<file path="src/rtl/protocol_frame_decoder.sv">
`default_nettype none
// ============================================================================
// Module  : protocol_frame_decoder
// Desc    : Assembles (address, command) host frames, runs sensor reads and
//           returns a (code, value) response over valid/ready. Optional macro
//           CONT_MODE_EN adds periodic continuous reports.
// Rev     : 1.0  initial release
// ============================================================================
module protocol_frame_decoder #(
  parameter int NUM_SENSORS    = 32,
  parameter int ADDR_W         = 5,
  parameter int BYTE_TIMEOUT   = 50000,
  parameter int SENSOR_TIMEOUT = 5000000,
  parameter int CONT_PERIOD    = 50000000
) (
  input  logic              clk,
  input  logic              rst_n,
  input  logic [7:0]        rx_data,
  input  logic              rx_valid,
  output logic              rx_overrun,
  output logic [7:0]        tx_data,
  output logic              tx_valid,
  input  logic              tx_ready,
  output logic              sensor_req,
  output logic [ADDR_W-1:0] sensor_addr,
  output logic              sensor_sel,
  input  logic              sensor_done,
  input  logic              sensor_err,
  input  logic [7:0]        sensor_data,
  output logic              busy
);
  localparam int BT_W = $clog2(BYTE_TIMEOUT + 1);
  localparam int ST_W = $clog2(SENSOR_TIMEOUT + 1);
  localparam logic [BT_W-1:0] c_byte_max  = BT_W'(BYTE_TIMEOUT);
  localparam logic [ST_W-1:0] c_sens_last = ST_W'(SENSOR_TIMEOUT - 1);
  localparam logic [ST_W-1:0] c_sens_max  = ST_W'(SENSOR_TIMEOUT);

  typedef enum logic [2:0] {
    S_IDLE      = 3'd0,
    S_GET_CMD   = 3'd1,
    S_DECODE    = 3'd2,
    S_REQ       = 3'd3,
    S_WAIT      = 3'd4,
    S_SEND_CODE = 3'd5,
    S_SEND_VAL  = 3'd6
  } state_t;

  state_t            r_state, w_next;
  logic [7:0]        r_addr_byte, r_cmd, r_code, r_value;
  logic [ADDR_W-1:0] r_sensor_addr;
  logic              r_sensor_sel;
  logic [BT_W-1:0]   r_byte_timer;
  logic [ST_W-1:0]   r_sens_timer;
  logic              w_read, w_sel, w_start, w_stop, w_sens_to, w_err;
  logic [7:0]        w_code, w_value;
  logic              w_cont_fire, w_cont_sel;
  logic [ADDR_W-1:0] w_cont_addr;

  assign sensor_addr = r_sensor_addr;
  assign sensor_sel  = r_sensor_sel;
  assign w_sens_to   = (r_sens_timer == c_sens_last);
  assign w_err       = (r_state == S_WAIT) &&
                       ((sensor_done && sensor_err) || (!sensor_done && w_sens_to));

  // Command decode of the latched frame; anything unrecognised echoes the command.
  always_comb begin
    w_read  = 1'b0;
    w_sel   = 1'b0;
    w_start = 1'b0;
    w_stop  = 1'b0;
    w_code  = 8'hEE;
    if (32'(r_addr_byte) < NUM_SENSORS) begin
      case (r_cmd)
        8'h00: begin w_read = 1'b1; w_code = 8'h07; end
        8'h01: begin w_read = 1'b1; w_code = 8'h09; end
        8'h02: begin w_read = 1'b1; w_sel = 1'b1; w_code = 8'h08; end
`ifdef CONT_MODE_EN
        8'h03: begin w_read = 1'b1; w_start = 1'b1; w_code = 8'h0D; end
        8'h04: begin w_read = 1'b1; w_start = 1'b1; w_sel = 1'b1; w_code = 8'h0E; end
        8'h05: begin w_stop = 1'b1; w_code = 8'h0A; end
        8'h06: begin w_stop = 1'b1; w_sel = 1'b1; w_code = 8'h0B; end
`endif
        default: ;
      endcase
    end
    w_value = (w_code == 8'hEE) ? r_cmd : 8'h00;
  end

`ifdef CONT_MODE_EN
  localparam int CP_W = $clog2(CONT_PERIOD + 1);
  localparam logic [CP_W-1:0] c_cont_max = CP_W'(CONT_PERIOD);

  logic              r_cont_active, r_cont_sel;
  logic [ADDR_W-1:0] r_cont_addr;
  logic [CP_W-1:0]   r_cont_cnt;

  always_ff @(posedge clk or negedge rst_n) begin
    if (!rst_n) begin
      r_cont_active <= 1'b0;
      r_cont_sel    <= 1'b0;
      r_cont_addr   <= '0;
      r_cont_cnt    <= '0;
    end else begin
      if (w_cont_fire || !r_cont_active) r_cont_cnt <= '0;
      else if (r_cont_cnt != c_cont_max) r_cont_cnt <= r_cont_cnt + 1'b1;
      if (r_state == S_DECODE && w_start) begin
        r_cont_active <= 1'b1;
        r_cont_addr   <= r_addr_byte[ADDR_W-1:0];
        r_cont_sel    <= w_sel;
        r_cont_cnt    <= '0;
      end else if (r_state == S_DECODE && w_stop && r_cont_sel == w_sel) begin
        r_cont_active <= 1'b0;
      end else if (w_err) begin
        r_cont_active <= 1'b0;
      end
    end
  end

  // A host byte arriving in the same cycle wins over a due report.
  assign w_cont_fire = r_cont_active && (r_cont_cnt == c_cont_max) &&
                       (r_state == S_IDLE) && !rx_valid;
  assign w_cont_addr = r_cont_addr;
  assign w_cont_sel  = r_cont_sel;
`else
  logic [33:0] w_unused_cont;
  assign w_unused_cont = {32'(CONT_PERIOD), w_start, w_stop};
  assign w_cont_fire   = 1'b0;
  assign w_cont_addr   = '0;
  assign w_cont_sel    = 1'b0;
`endif

  always_ff @(posedge clk or negedge rst_n) begin
    if (!rst_n) r_state <= S_IDLE;
    else        r_state <= w_next;
  end

  always_ff @(posedge clk or negedge rst_n) begin
    if (!rst_n) begin
      r_addr_byte   <= '0;
      r_cmd         <= '0;
      r_code        <= '0;
      r_value       <= '0;
      r_sensor_addr <= '0;
      r_sensor_sel  <= 1'b0;
      r_byte_timer  <= '0;
      r_sens_timer  <= '0;
    end else begin
      case (r_state)
        S_IDLE: begin
          if (rx_valid) begin
            r_addr_byte  <= rx_data;
            r_byte_timer <= '0;
          end else if (w_cont_fire) begin
            r_sensor_addr <= w_cont_addr;
            r_sensor_sel  <= w_cont_sel;
            r_code        <= w_cont_sel ? 8'h08 : 8'h09;
          end
        end
        S_GET_CMD: begin
          if (rx_valid) r_cmd <= rx_data;
          else if (r_byte_timer != c_byte_max) r_byte_timer <= r_byte_timer + 1'b1;
        end
        S_DECODE: begin
          r_code  <= w_code;
          r_value <= w_value;
          if (w_read) begin
            r_sensor_addr <= r_addr_byte[ADDR_W-1:0];
            r_sensor_sel  <= w_sel;
          end
        end
        S_REQ: r_sens_timer <= '0;
        S_WAIT: begin
          if (sensor_done) begin
            if (sensor_err) begin
              r_code  <= 8'h1F;
              r_value <= 8'h00;
            end else begin
              r_value <= sensor_data;
            end
          end else if (w_sens_to) begin
            r_code  <= 8'h1F;
            r_value <= 8'h00;
          end else if (r_sens_timer != c_sens_max) begin
            r_sens_timer <= r_sens_timer + 1'b1;
          end
        end
        default: ;
      endcase
    end
  end

  always_comb begin
    w_next     = r_state;
    tx_valid   = 1'b0;
    tx_data    = 8'h00;
    sensor_req = 1'b0;
    busy       = 1'b1;
    rx_overrun = 1'b0;
    case (r_state)
      S_IDLE: begin
        busy = 1'b0;
        if (rx_valid)         w_next = S_GET_CMD;
        else if (w_cont_fire) w_next = S_REQ;
      end
      S_GET_CMD: begin
        busy = 1'b0;
        if (rx_valid)                          w_next = S_DECODE;
        else if (r_byte_timer == c_byte_max)   w_next = S_IDLE;
      end
      S_DECODE: w_next = w_read ? S_REQ : S_SEND_CODE;
      S_REQ: begin
        sensor_req = 1'b1;
        w_next     = S_WAIT;
      end
      S_WAIT: if (sensor_done || w_sens_to) w_next = S_SEND_CODE;
      S_SEND_CODE: begin
        tx_valid = 1'b1;
        tx_data  = r_code;
        if (tx_ready) w_next = S_SEND_VAL;
      end
      S_SEND_VAL: begin
        tx_valid = 1'b1;
        tx_data  = r_value;
        if (tx_ready) w_next = S_IDLE;
      end
      default: w_next = S_IDLE;
    endcase
    rx_overrun = rx_valid && busy;
  end

endmodule
`default_nettype wire

</file>
<file path="config.mk">
export PLATFORM = sky130hd
export DESIGN_NAME = protocol_frame_decoder
export DESIGN_NICKNAME = d
export VERILOG_FILES = /design/src/rtl/protocol_frame_decoder.sv
export SDC_FILE = /design/constraint.sdc
export NUM_CORES = 1
export LEC_CHECK = 0
export CORE_MARGIN = 8
export CORE_UTILIZATION = 39
export DETAILED_ROUTE_END_ITERATION = 8
export DONT_BUFFER_PORTS = 1
export GPL_TIMING_DRIVEN = 1
export MAX_ROUTING_LAYER = met4
export PLACE_DENSITY_LB_ADDON = 0.12
export SETUP_SLACK_MARGIN = 0.1
export SLEW_MARGIN = 20
export SYNTH_ARGS = -nofsm -noshare
export SYNTH_HDL_FRONTEND = slang
export SYNTH_SLANG_ARGS = --single-unit
</file>
<file path="constraint.sdc">
create_clock -name clk -period 6.26 [get_ports clk]
set_clock_uncertainty 0.15 [all_clocks]
set_input_delay 0.939 -clock clk [delete_from_list [all_inputs] [get_ports clk]]
set_output_delay 0.939 -clock clk [all_outputs]
set_load 0.005 [all_outputs]
</file>
==> metrics.md <==
| Metric | Value |
|---|---|
| Outcome | complete, no violations |
| Post-cts sizing count | 0 |
| Num Clock Sinks | 77 |
| Grt total ovfl | 0 |
| Initial antenna violation count | 0 |
| Worst flop-to-flop path startpoint | r_state[0] |
| Critical path startpoint | r_state[0] |
| Clock period minus worst slack | 3270 ps |
| Worst-path clk slew | about 90 ps |
| WS Path Type | flip-flop to output pin |
| Setup Buffers After CTS | 0 |
| Final Core Density | 42.7% |
| Post-layout power | roughly 1.7 mW |
| Layout cells sized above 1 | roughly 11% |
| Final count of negative-setup-slack endpoints | 0 |
| FF-to-FF setup slack | between 3000 and 4000 ps |
| Synth cell types | 55 |
| RSZ-0062 raised after global routing | no |
| Fmax | between 300 and 400 MHz |
| Tcrit/Tclk final | a little over half |
| Detail Placement HPWL | 6490 µm |
| Vias per Instance | around 5.5 |
| Post-Syn Instances | approximately 410 |
| Num ports | 40 |
| Synth warn | 0 |
| Initial Util | approximately 40% |
| Post-route setup TNS | 0 ps |
| First-pass GRT wire length | about 15,000 µm |
| FF+latch count, synth | 77 |
| Antenna diodes | 0 |
| Slew of the pin with the lowest slew margin | 952 ps |
| # DRC | 0 |
| RR Endpoint | r_sens_timer[17] |
| Routed wire length | 9160 µm |
| Main synth FF type | dfrtp_1 |
| P&R area growth vs syn | 7.41% |
| Vias | 3,029 |
| Reg2Reg Depth | 6 |
| Port Buffers | 0 |
| Die span in x | about 120 µm |
| CP arrival | approximately 2200 ps |
| Number of routed nets with antenna violations | 0 |
| Clock Root Buffer | clkbuf_8 |
| Router iterations before antenna repair | 5 |
| Clock latency on the worst-skew pair | roughly 350 ps |
| Site Rows | 37 |
| Hold crit path type | input pin to async pin |
| Vias in the first global route | between 3,000 and 4,000 |
| EDFF count, synth | 0 |
| Final WS setup | ~3000 ps |
| Gr usage total | between 10% and 20% |
| Post-Syn Area | between 4000 and 5000 µm² |
| Final hold viol count | 0 |
| Area contributors post-synth | dfrtp_1 (47%), mux2_2 (5.8%), nor2_1 (3.6%) |
| H-tree levels | 3 |
| Area share of the largest cell type after synthesis | between 40% and 50% |
| Core area | 10,200 µm² |
| Die Y | 118 µm |
| Cell area power density | ~400 nW/µm² |
| Pre-CTS WS | around 3100 ps |
| CP endpoint kind | output pin |
| Post-synthesis sequential area ratio | 47.3% |
| Peak supply drop | 0.000187 V |
| Largest net degree at the start of global routing | 78 |
| Critical Path Sink | tx_data[5] |
| Fillers | around 1,000 |
| Cts-stage hold buffer count | 0 |
| DRT iter0 DRCs | between 150 and 200 |
| CTS tree | done |
| Final Slew Violations | 0 |
| Post-synth ARST share | 100% |
| WL per Instance | approximately 17 µm |
| Synthesized Nets | 440 |
| Avg Inst Size Synth | 9.83 µm² |
| Max FO, Critical Path | 21 |
| Total CTS buffers | 9 |
| Maximum clock path buffer count | 2 |
| Worst slew margin | ~36% |
| RePlAce Congestion | roughly 0.82 |
| CP required | 5170 ps |
| Post-synth top area cell | dfrtp_1 |
| Fin nets | about 430 |
| Lkg Pwr | between 1.5 and 2 nW |
| Max Cap Viol | 0 |
| Die area | about 14,000 µm² |
| Startpoint Class | flip-flop |
worst max-delay path, cell delays in order, from the launching register on:
cell and delay [ps]:
dfrtp_1 740, nor2b_1 640, nand2_1 190, a21boi_0 270
layer usage:
metal	part of all wire [%]	up-vias	track usage [%]
li1	-	1486	-
met4	1.3	0	5.76
met5	0	-	-
met1	47	1472	17.5
met3	5.0	10	3.62
met2	46	61	20.6
cells by family after synthesis:
family / share of synthesized area [%]
AOI/OAI and AO/OA: 12.3
xor gates and xnor gates: 5.59
adders and majority gates: 1.23
buffers and inverters: 3.14
DFF: 47.3
muxes: 6.55
and+or+nand+nor: 23.9
cell type report:
cell class / instances / area, µm² / area share [%]
multi-input combinational: 306 / 2020 / 46.2
sequential: 77 / 1930 / 44.1
tap: 136 / 170 / 3.89
clock buffer: 9 / 124 / 2.83
clock inverter: 7 / 73.8 / 1.69
inverter: 13 / 48.8 / 1.12
timing repair buffer: 1 / 7.51 / 0.172
cell usage in the layout, fill, tap and decap left out, drive strengths merged, types with 4 or more instances in the layout:
master	netlist	final
inv	13	14
or4	7	7
o21ai	16	16
nor4	6	6
a211oi	5	5
xor2	15	15
nand2	37	37
dfrtp	77	77
ha	4	4
clkbuf	11	9
nand4	15	15
or4b	5	5
o21a	5	5
nor3	9	9
mux2	21	21
a21boi	5	5
nor2	40	40
xnor2	11	11
nand2b	5	5
a22oi	12	12
nor2b	5	5
a21oi	12	12
and2	6	6
clkinv	0	4
nor3b	5	5
nand3	16	16
and3	10	10
registers in the layout, indices dropped and copies added (netlist names), 3 cells and up:
| signal | cells |
|---|---|
| r_sens_timer | 23 |
| r_cmd | 8 |
| r_byte_timer | 16 |
| r_value | 8 |
| r_addr_byte | 8 |
| r_code | 5 |
| sensor_addr | 5 |
| r_state | 3 |
how the worst min path moves through the flow:
stage | startpoint | to | slack, ps | cells past startpoint
final | rst_n | r_sens_timer[0] | 130 | 0
after global routing | rst_n | r_sens_timer[0] | 90 | 0
after CTS | rst_n | r_sens_timer[0] | 100 | 0
after detailed placement | r_value[2] | r_value[2] | 320 | 2
after global placement | r_value[2] | r_value[2] | 310 | 2
after floorplan | r_value[1] | r_value[1] | 300 | 2
Yosys cell counts, types with 3 or more instances:
cell type / count
or3_1: 3
nor3_1: 9
or4_1: 7
a21boi_0: 5
inv_1: 13
a22oi_1: 12
o21a_1: 5
o22ai_1: 3
nor4_1: 5
ha_1: 4
o31ai_1: 3
buf_1: 3
nor3b_1: 4
mux2_2: 21
a21oi_1: 11
and2_1: 6
and3_1: 10
o21ai_0: 14
and4_1: 3
xor2_1: 15
nor2b_1: 5
buf_2: 3
nor2_1: 39
nand2_1: 37
a211oi_1: 5
dfrtp_1: 77
nand3_1: 16
a21o_1: 3
nand2b_1: 5
mux2i_1: 3
xnor2_1: 11
nand4_1: 15
clkbuf_1: 11
report_power, final:
group | internal [mW] | switching [mW]
clock network | 0.186 | 0.199
logic | 0.238 | 0.291
registers | 0.632 | 0.156
stage by stage:
stage	cell area (µm²)	std cells	hold WS [ps]
3_3_place_gp	4170	533	315
5_1_grt	4370	549	93.0
3_5_place_dp	4170	533	324
6_report	4370	549	126
4_1_cts	4370	549	105
2_1_floorplan	4070	414	300
(Power assumes the default switching activity.)
